$ cat src/rtl/mac_os_rx_decoder_pkg.sv
// Shared ordered-set definitions: symbol codes, completed-set types, rx FSM states.
// Also carries the saturating increment used by the statistics counters.
`ifndef OZDEFS_SV
`define OZDEFS_SV
`define COM   8'hBC
`define SKP   8'h1C
`define TS1ID 8'h4A
`define TS2ID 8'h45
`endif

package mac_os_rx_decoder_pkg;

    typedef enum logic [1:0] {
        OS_NONE = 2'd0,
        OS_SKP  = 2'd1,
        OS_TS1  = 2'd2,
        OS_TS2  = 2'd3
    } os_type_e;

    typedef logic [1:0] os_rx_state_e;

    localparam os_rx_state_e ST_IDLE     = 2'd0;
    localparam os_rx_state_e ST_TYPE     = 2'd1;
    localparam os_rx_state_e ST_SKP_BODY = 2'd2;
    localparam os_rx_state_e ST_TS_BODY  = 2'd3;

    function automatic logic [15:0] sat_inc16(input logic [15:0] v);
        return (v == 16'hFFFF) ? v : v + 16'd1;
    endfunction

endpackage

$ cat src/rtl/mac_os_rx_consec_tracker.sv
// Counts consecutive identical good TS sets (same kind, same bytes 1-5).
// Latency 1 from the completion strobe; count and hit line up with os_done.
module mac_os_rx_consec_tracker
    import mac_os_rx_decoder_pkg::*;
#(
    parameter int CONSEC_TARGET = 8,
    parameter int CNT_W         = 8
) (
    input  logic             clk,
    input  logic             rst,
    input  logic             done,
    input  logic             clear,
    input  os_type_e         kind,
    input  logic [39:0]      bytes,
    output logic [CNT_W-1:0] cnt,
    output logic             hit
);
    localparam logic [CNT_W-1:0] CNT_MAX = '1;
    localparam logic [CNT_W-1:0] CNT_ONE = {{(CNT_W-1){1'b0}}, 1'b1};
    localparam logic [CNT_W-1:0] TARGET  = CNT_W'(CONSEC_TARGET);

    os_type_e         prev_kind;
    logic [39:0]      prev_bytes;
    logic             same;
    logic             held;
    logic [CNT_W-1:0] cnt_nxt;

    always_comb begin
        same    = (kind == prev_kind) && (bytes == prev_bytes);
        held    = same && (cnt == CNT_MAX);
        cnt_nxt = CNT_ONE;
        if (same) begin
            cnt_nxt = held ? cnt : cnt + CNT_ONE;
        end
    end

    always_ff @(posedge clk) begin
        if (rst) begin
            prev_kind  <= OS_NONE;
            prev_bytes <= '0;
            cnt        <= '0;
            hit        <= 1'b0;
        end else begin
            hit <= 1'b0;
            if (clear) begin
                cnt <= '0;
            end else if (done) begin
                prev_kind  <= kind;
                prev_bytes <= bytes;
                cnt        <= cnt_nxt;
                // a saturated count is not a new arrival at the target
                hit        <= (cnt_nxt == TARGET) && !held;
            end
        end
    end

endmodule

$ cat src/rtl/mac_os_rx_decoder.sv
// Byte-serial SKP/TS1/TS2 ordered-set receiver; results registered one cycle after the last byte.
// rxvalid=0 stalls the parser in place. Optional counters: MAC_OS_RX_STATS_EN.
module mac_os_rx_decoder
    import mac_os_rx_decoder_pkg::*;
#(
    parameter int CONSEC_TARGET = 8,
    parameter int CNT_W         = 8
) (
    input  logic             clk,
    input  logic             rst,
    input  logic [7:0]       rxdata,
    input  logic             rxdatak,
    input  logic             rxvalid,
    output logic             os_done,
    output os_type_e         os_type,
    output logic [39:0]      ts_bytes,
    output logic [CNT_W-1:0] ts_consec_cnt,
    output logic             ts_consec_hit,
    output logic             os_err,
    output logic [15:0]      stat_skp,
    output logic [15:0]      stat_ts1,
    output logic [15:0]      stat_ts2,
    output logic [15:0]      stat_err
);
    os_rx_state_e state, state_nxt;
    logic [3:0]   idx, idx_nxt;
    logic [39:0]  cap;
    logic         ts2_kind;
    logic         is_com, is_skp, is_id, id_ok;
    logic         ts_fin, skp_fin, err_now;
    os_type_e     kind_cur;

    always_comb begin
        is_com    = rxdatak && (rxdata == `COM);
        is_skp    = rxdatak && (rxdata == `SKP);
        is_id     = !rxdatak && ((rxdata == `TS1ID) || (rxdata == `TS2ID));
        id_ok     = !rxdatak && (rxdata == (ts2_kind ? `TS2ID : `TS1ID));
        kind_cur  = ts2_kind ? OS_TS2 : OS_TS1;
        state_nxt = state;
        idx_nxt   = idx;
        ts_fin    = 1'b0;
        skp_fin   = 1'b0;
        err_now   = 1'b0;
        if (rxvalid) begin
            case (state)
                ST_IDLE: begin
                    if (is_com) state_nxt = ST_TYPE;
                end
                ST_TYPE: begin
                    idx_nxt   = 4'd2;
                    state_nxt = is_skp ? ST_SKP_BODY : ST_TS_BODY;
                end
                ST_SKP_BODY: begin
                    if (is_com) begin
                        err_now   = 1'b1;
                        state_nxt = ST_TYPE;
                    end else if (!is_skp) begin
                        err_now   = 1'b1;
                        state_nxt = ST_IDLE;
                    end else if (idx == 4'd3) begin
                        skp_fin   = 1'b1;
                        state_nxt = ST_IDLE;
                    end else begin
                        idx_nxt = idx + 4'd1;
                    end
                end
                default: begin
                    // TS body: bytes 2..5 free, byte 6 picks the kind, 7..15 repeat it
                    if (is_com) begin
                        err_now   = 1'b1;
                        state_nxt = ST_TYPE;
                    end else if ((idx == 4'd6 && !is_id) || (idx >= 4'd7 && !id_ok)) begin
                        err_now   = 1'b1;
                        state_nxt = ST_IDLE;
                    end else if (idx == 4'd15) begin
                        ts_fin    = 1'b1;
                        state_nxt = ST_IDLE;
                    end else begin
                        idx_nxt = idx + 4'd1;
                    end
                end
            endcase
        end
    end

    always_ff @(posedge clk) begin
        if (rst) begin
            state    <= ST_IDLE;
            idx      <= 4'd0;
            cap      <= '0;
            ts2_kind <= 1'b0;
            os_done  <= 1'b0;
            os_err   <= 1'b0;
            os_type  <= OS_NONE;
            ts_bytes <= '0;
        end else begin
            state   <= state_nxt;
            idx     <= idx_nxt;
            os_done <= skp_fin || ts_fin;
            os_err  <= err_now;
            if (rxvalid && state == ST_TYPE && !is_skp) cap[7:0] <= rxdata;
            if (rxvalid && state == ST_TS_BODY && !is_com) begin
                case (idx)
                    4'd2:    cap[15:8]  <= rxdata;
                    4'd3:    cap[23:16] <= rxdata;
                    4'd4:    cap[31:24] <= rxdata;
                    4'd5:    cap[39:32] <= rxdata;
                    4'd6:    ts2_kind   <= (rxdata == `TS2ID);
                    default: ;
                endcase
            end
            if (skp_fin) os_type <= OS_SKP;
            if (ts_fin) begin
                os_type  <= kind_cur;
                ts_bytes <= cap;
            end
        end
    end

    mac_os_rx_consec_tracker #(
        .CONSEC_TARGET (CONSEC_TARGET),
        .CNT_W         (CNT_W)
    ) u_consec (
        .clk   (clk),
        .rst   (rst),
        .done  (ts_fin),
        .clear (err_now),
        .kind  (kind_cur),
        .bytes (cap),
        .cnt   (ts_consec_cnt),
        .hit   (ts_consec_hit)
    );

`ifdef MAC_OS_RX_STATS_EN
    always_ff @(posedge clk) begin
        if (rst) begin
            stat_skp <= '0;
            stat_ts1 <= '0;
            stat_ts2 <= '0;
            stat_err <= '0;
        end else begin
            if (os_done && os_type == OS_SKP) stat_skp <= sat_inc16(stat_skp);
            if (os_done && os_type == OS_TS1) stat_ts1 <= sat_inc16(stat_ts1);
            if (os_done && os_type == OS_TS2) stat_ts2 <= sat_inc16(stat_ts2);
            if (os_err)                       stat_err <= sat_inc16(stat_err);
        end
    end
`else
    assign stat_skp = '0;
    assign stat_ts1 = '0;
    assign stat_ts2 = '0;
    assign stat_err = '0;
`endif

endmodule

$ cat config.mk
export PLATFORM = sky130hd
export DESIGN_NAME = mac_os_rx_decoder
export DESIGN_NICKNAME = d
export VERILOG_FILES = /design/src/rtl/mac_os_rx_decoder_pkg.sv /design/src/rtl/mac_os_rx_consec_tracker.sv /design/src/rtl/mac_os_rx_decoder.sv
export SDC_FILE = /design/constraint.sdc
export NUM_CORES = 1
export LEC_CHECK = 0
export CORE_UTILIZATION = 43
export DETAILED_ROUTE_END_ITERATION = 8
export MAX_ROUTING_LAYER = met4
export PLACE_DENSITY = 0.68
export SETUP_SLACK_MARGIN = 0.1
export SYNTH_ARGS = -nofsm -noshare
export SYNTH_HDL_FRONTEND = slang
export SYNTH_SLANG_ARGS = --single-unit
export TNS_END_PERCENT = 100
$ cat constraint.sdc
create_clock -name clk -period 2.8 [get_ports clk]
set_input_delay 0.28 -clock clk [delete_from_list [all_inputs] [get_ports clk]]
set_output_delay 0.28 -clock clk [all_outputs]
set_load 0.05 [all_outputs]
==> Word-level counts from Yosys, hierarchy flattened <==
Index checks and enable logic that the tools add are counted.
W data, S select, Z words.
{ "totals": {"ff_bits": 142, "input_bits": 12, "out_inout_bits": 117, "word_cells": 123} }
{ "classes": {"n_addsub": 2, "order_cmp": 1, "eq_ne": 26, "n_mux": 38, "bitwise": 3, "reduce_logical": 37} }
{ "ops": {"columns": ["cell", "n"], "rows": [
  ["$eq A40 B40 Y1", 1],
  ["$mux W4", 7],
  ["$mux W2", 9],
  ["$mux W1", 17],
  ["$eq A8 B7 Y1 const B", 2],
  ["$eq A8 B8 Y1 const B", 2],
  ["$mux W8", 2],
  ["$logic_and A1 B1 Y1", 13],
  ["$eq A4 B3 Y1 const B", 3],
  ["$pmux W4 S3", 1],
  ["$reduce_and A2 Y1", 6],
  ["$add A8 B1 Y8 const B", 1],
  ["$eq A4 B2 Y1 const B", 2],
  ["$eq A8 B4 Y1 const B", 1],
  ["$eq A8 B5 Y1 const B", 1],
  ["$eq A8 B7 Y1", 1],
  ["$ne A2 B2 Y1 const B", 4],
  ["$reduce_and A8 Y1", 1],
  ["$logic_not A1 Y1", 6],
  ["$ne A3 B1 Y1 const B", 2],
  ["$pmux W2 S3", 1],
  ["$reduce_or A3 Y1", 2],
  ["$reduce_bool A5 Y1", 1],
  ["$add A4 B1 Y4 const B", 1],
  ["other kinds (14)", 20]
]} }

==> Depth between registers and ports, before layout <==
{ "depth": {"word_depth": 12, "depth_mapped": 11, "mapped_depth_nobuf": 8} }

==> Hierarchy <==
From an unflattened synthesis, not the netlist that was laid out.
{ "unflattened": {"hier_cells": 796, "area_unflattened_um2": 6711.4} }
{ "by_module_without_submodules": {"columns": ["module", "instances", "cells_per_inst", "area_per_inst_um2", "seq_area_each_um2"], "rows": [
  ["mac_os_rx_decoder", 1, 489, 4297.9, 1821.7],
  ["mac_os_rx_consec_tracker", 1, 307, 2413.6, 1021.0]
]} }

==> Worst setup path before layout <==
No wires, ideal clock.
{ "synth_timing": {"path_kind": "input to register", "start": "input port rxdata[7]", "end": "register ts_bytes[18]", "setup_time_ns": 0.132, "arrival_ns": 2.192, "required_ns": 2.668, "path_slack_ns": 0.475, "stages": 10, "n_path_buf": 4, "path_cell_list": "buf_2 -> or4b_4 -> a311oi_2 -> o22ai_1 -> or3_1 -> buf_2 -> buf_6 -> buf_6 -> nand2_1 -> a21oi_1"} }
{ "synth_via": {"elab_chain_len": 10, "word_cells_on_any_way": 17, "classes_between": "eq/ne: 4; mux: 4; reduce/logical: 9"} }
{ "synth_lines": {"columns": ["element", "line_no", "text"], "rows": [
  ["from (decl)", "mac_os_rx_decoder.sv:11", "input logic [7:0] rxdata,"],
  ["$eq A8 B7 Y1 (no source line)", null, null],
  ["$logic_or A1 B1 Y1", "mac_os_rx_decoder.sv:36", "is_id = !rxdatak && ((rxdata == `TS1ID) || (rxdata == `TS2ID));"],
  ["$logic_and A1 B1 Y1", "mac_os_rx_decoder.sv:36", null],
  ["$logic_not A1 Y1", "mac_os_rx_decoder.sv:72", "end else if ((idx == 4'd6 && !is_id) || (idx >= 4'd7 && !id_ok)) begin"],
  ["$logic_and A1 B1 Y1", "mac_os_rx_decoder.sv:72", null],
  ["$logic_or A1 B1 Y1", "mac_os_rx_decoder.sv:72", null],
  ["$mux W1", "mac_os_rx_decoder.sv:72", null],
  ["$mux W1 (*)", "mac_os_rx_decoder.sv:69", "if (is_com) begin"],
  ["$mux W1 (*)", "mac_os_rx_decoder.sv:45", "case (state)"],
  ["$mux W1 (*)", "mac_os_rx_decoder.sv:44", "if (rxvalid) begin"],
  ["to (signal assigned)", "mac_os_rx_decoder.sv:115", "ts_bytes <= cap;"],
  ["to (decl)", "mac_os_rx_decoder.sv:16", "output logic [39:0] ts_bytes,"]
]} }
Every way passes the cells marked *; elsewhere a longest branch is shown, timed or not.
A chain may end at the register's enable or synchronous reset.

==> Worst setup path in the final report <==
{ "layout_timing": {"start": "register u_consec.prev_bytes[22]", "end": "register u_consec.hit"} }
{ "layout_via": {"elab_chain_len": 7, "word_cells_on_any_way": 8, "classes_between": "eq/ne: 2; mux: 2; reduce/logical: 4"} }
{ "layout_lines": {"columns": ["element", "line_no", "text"], "rows": [
  ["from (decl)", "mac_os_rx_consec_tracker.sv:23", "logic [39:0] prev_bytes;"],
  ["from (signal assigned)", "mac_os_rx_consec_tracker.sv:49", "prev_bytes <= bytes;"],
  ["$eq A40 B40 Y1 (*)", "mac_os_rx_consec_tracker.sv:29", "same = (kind == prev_kind) && (bytes == prev_bytes);"],
  ["$logic_and A1 B1 Y1 (*)", "mac_os_rx_consec_tracker.sv:29", null],
  ["$logic_and A1 B1 Y1", "mac_os_rx_consec_tracker.sv:30", "held = same && (cnt == CNT_MAX);"],
  ["$mux W8", "mac_os_rx_consec_tracker.sv:33", "cnt_nxt = held ? cnt : cnt + CNT_ONE;"],
  ["$mux W8", "mac_os_rx_consec_tracker.sv:32", "if (same) begin"],
  ["$eq A8 B4 Y1", "mac_os_rx_consec_tracker.sv:52", "hit <= (cnt_nxt == TARGET) && !held;"],
  ["$logic_and A1 B1 Y1 (*)", "mac_os_rx_consec_tracker.sv:52", null],
  ["to (signal assigned)", "mac_os_rx_consec_tracker.sv:52", null],
  ["to (decl)", "mac_os_rx_consec_tracker.sv:16", "output logic hit"]
]} }
Marks and branches as above.

==> qor.txt <==
Worst EP arrival: 2.81 ns
post-DR vias/cell: 5.13
Setup crit start kind: flip-flop
Reg clk slew, reported paths: 0.06 ns
TritonRoute pass-1 iters: 5
Non-Filler Instances: 1097
critical-path maximum fanout: 2
CTS tree: yes
Simple-Gate Fraction of Synth Area: 22.9%
hold crit path type: in -> reg
post-layout minimum cycle time: 2.49 ns
Worst Tran Pin Value: 0.614 ns
clock group share of total power: 51.6%
worst reg2reg endpoint: u_consec.hit
Worst Reg-to-Reg Cells: 6
most frequent cell after synthesis: nand2_1
core area: 0.0153 mm^2
Antenna Violating Nets Remaining: 0
initial antenna violation count: 0
Setup crit end kind: flip-flop
max-cap violations: 0
critical path's top delay family: simple AND/OR/NAND/NOR gates
Setup CP Type: reg -> reg
DRT iter0 DRCs: 519
wire per inst: 15.0 um
Slew Limit Fails: 0
clk buf depth: 2
placed cells: 1065
clock sink count: 142
Gate power share: 6.2%
CP max stage cell: or4_1
Post-synth top flop: dfxtp_1
mux share of post-synthesis cell area: 4.89%
post-place instance area: 0.00747 mm^2
worst skew pair latency: 0.42 ns
WHS: 0.254 ns
CP bufs+invs: 0
critical-path cell list: xor2_1, or4_1, or4_1, nor4_2, nand3_1, nor4_1
LEAKAGE: 3.16 nW
setup slack, reg-to-reg: 0.31 ns
Avg Cell Area, Syn: 8.32 um^2
# diodes: 0
Synth cell types: 63
Post-synth EDFFs: 0
HPWL after DPL: 11300 um
worst hold start: rst
yosys warns: 0
Final Wtd Congestion: 0.890
Port Buffers: 64
largest net degree at the start of global routing: 54
final wirelength: 16500 um
NetSw: 0.00110 W
total clock buffers created by CTS: 17
peak supply drop: 0.000345 V
final hold vios: 0
standard-cell rows: 45
leading post-synthesis cells by cell area: dfxtp_1 42%, nand2_1 8.4%, a21oi_1 8.3%, buf_4 7.2%, mux2i_1 4.9%
cell area power density: 589 mW/mm^2
maximum clock rate: 401 MHz
Sw Ratio: 23.1%
H-tree Lvls: 4
status: finished, final reports clean
Yosys top cell by area: dfxtp_1
hold bufs inserted after CTS: 0
Initial Util: 44.2%
share of power burned in registers: 42.2%
Worst Clk Skew: 0.00709 ns
main combinational cell family by area after synthesis: simple AND/OR/NAND/NOR gates
global-route wire length before repair: 26600 um
Post-Syn Instances: 811
final std cell area, no fill: 0.00812 mm^2
DRC Markers: 0
Seq/Total Area, Yosys: 42.1%
Die ar.: 0.0162 mm^2
postcts setup bufs: 0
unrepaired setup endpoints after global routing: no
Critical Path Stages: 6
mapped cell area: 0.00675 mm^2
fraction of registers with async set/reset: 0%
setup violators final: 0
top cell type's share of synthesized area: 42.1%
Compound-Gate Fraction of Synth Area: 13.0%
final clock period utilization by the worst path: 89.1%
io pins: 129
Post-CTS Resized: 0
Crit path largest cell delay: 0.59 ns
via count: 5624
GR Util All Layers: 21.9%
ratio of cells with drive above 1 in the final layout: 8.01%
gr ovfl total: 0
area growth from synthesis to layout: 20.3%
#FFs+latches synth: 142
CP Data Required Time: 3.11 ns
WHS Path Cells: 2
die span in x: 127 um
Post-synth top cells: 151 x nand2_1, 142 x dfxtp_1, 112 x a21oi_1, 65 x buf_4, 46 x nor2_1
Worst path most repeated cell: or4_1
Post-Synth XOR/XNOR Area: 5.06%
RR Startpoint: u_consec.prev_bytes[22]
Internal: 0.00368 W
vias in the first global route: 5187
Max-slew headroom: 58.7%
Min-Delay Endpoint: cap[8]
Layout Nets: 890
Synth Area in Adders: 0.927%
Root Driver: clkbuf_16
die height: 127 um
[per-stage QoR]
| step | utilization (%) | total power [W] | setup TNS [ns] | worst slack [ns] |
|---|---|---|---|---|
| floorplan | - | 0.00238 | 0 | 0.475 |
| global placement | 49.0 | 0.00236 | -0.263 | -0.0391 |
| detailed placement | 49.0 | 0.00236 | -1.08 | -0.0464 |
| CTS | 53.2 | 0.00482 | 0 | 0.290 |
| global route | 53.2 | 0.00493 | 0 | 0.179 |
| finish | 53.2 | 0.00478 | 0 | 0.306 |
[layout by cell type (no fill, tap or decap), drive strengths merged, types with 3 or more instances in the layout]
cell and instances:
xor2 9, a21oi 113, clkdlybuf4s50 63, dfxtp 142, inv 11, nor3 9, nor4b 3, or4 6
xnor2 30, buf 29, nand3b 4, nand3 23, nand2b 11, nor2b 7, and4 4, nor2 46
or3 6, and3 6, and2 3, o31ai 3, o22ai 4, o21ai 7, mux2i 33, ha 5
a31oi 3, conb 64, clkinv 6, nor3b 3, or2 3, nor4 7, nand2 151, clkbuf 21
bufinv 5, nand4 14
[routing by layer]
metal  routed length [um]  up-vias  GRT usage (%)
met5                    0        -              -
met4                  340        0           8.82
met3                  779       23           4.31
met2                 7540      190           33.7
met1                 7790     2630           28.2
li1                     -     2781              -
[area by class of cell]
type,count,area [um^2]
Clock buffer,21,460
Clock inverter,11,188
Fill cell,1436,7140
Inverter,11,41.3
Multi-Input combinational cell,609,3400
Sequential cell,142,2840
Tap cell,211,264
Timing Repair Buffer,92,923
[cell families after synthesis]
kind of cell,count (synthesis)
multiplexers,33
other,1
buffers and inverters,123
flip-flops,142
AND/OR/NAND/NOR,315
XOR/XNOR,39
adder cells (fa/ha/maj),5
AO/OA/AOI/OAI,153
[power groups by stage]
stage	clock network, W	registers (W)	logic, W
3_5_place_dp	0	0.00207	0.000294
5_1_grt	0.00260	0.00202	0.000309
2_1_floorplan	0	0.00207	0.000311
6_report	0.00247	0.00202	0.000295
4_1_cts	0.00250	0.00202	0.000294
3_3_place_gp	0	0.00207	0.000294
[worst max-delay path by stage]
stage                             from               to
5_1_grt        u_consec.prev_bytes[22]     u_consec.hit
2_1_floorplan                rxdata[7]     ts_bytes[18]
3_5_place_dp                 rxdata[4]  u_consec.cnt[7]
6_report       u_consec.prev_bytes[22]     u_consec.hit
3_3_place_gp                 rxdata[4]  u_consec.cnt[2]
4_1_cts        u_consec.prev_bytes[22]     u_consec.hit
[flip-flops by register name, indices dropped and copies added, names as in the netlist]
| register | cells |
|---|---|
| ts2_kind | 1 |
| ts_bytes | 40 |
| u_consec.cnt | 8 |
| u_consec.hit | 1 |
| cap | 40 |
| state | 2 |
| os_err | 1 |
| idx | 4 |
| os_type | 2 |
| u_consec.prev_kind | 2 |
| os_done | 1 |
| u_consec.prev_bytes | 40 |
Note: power is estimated with default switching activity, not from simulation.
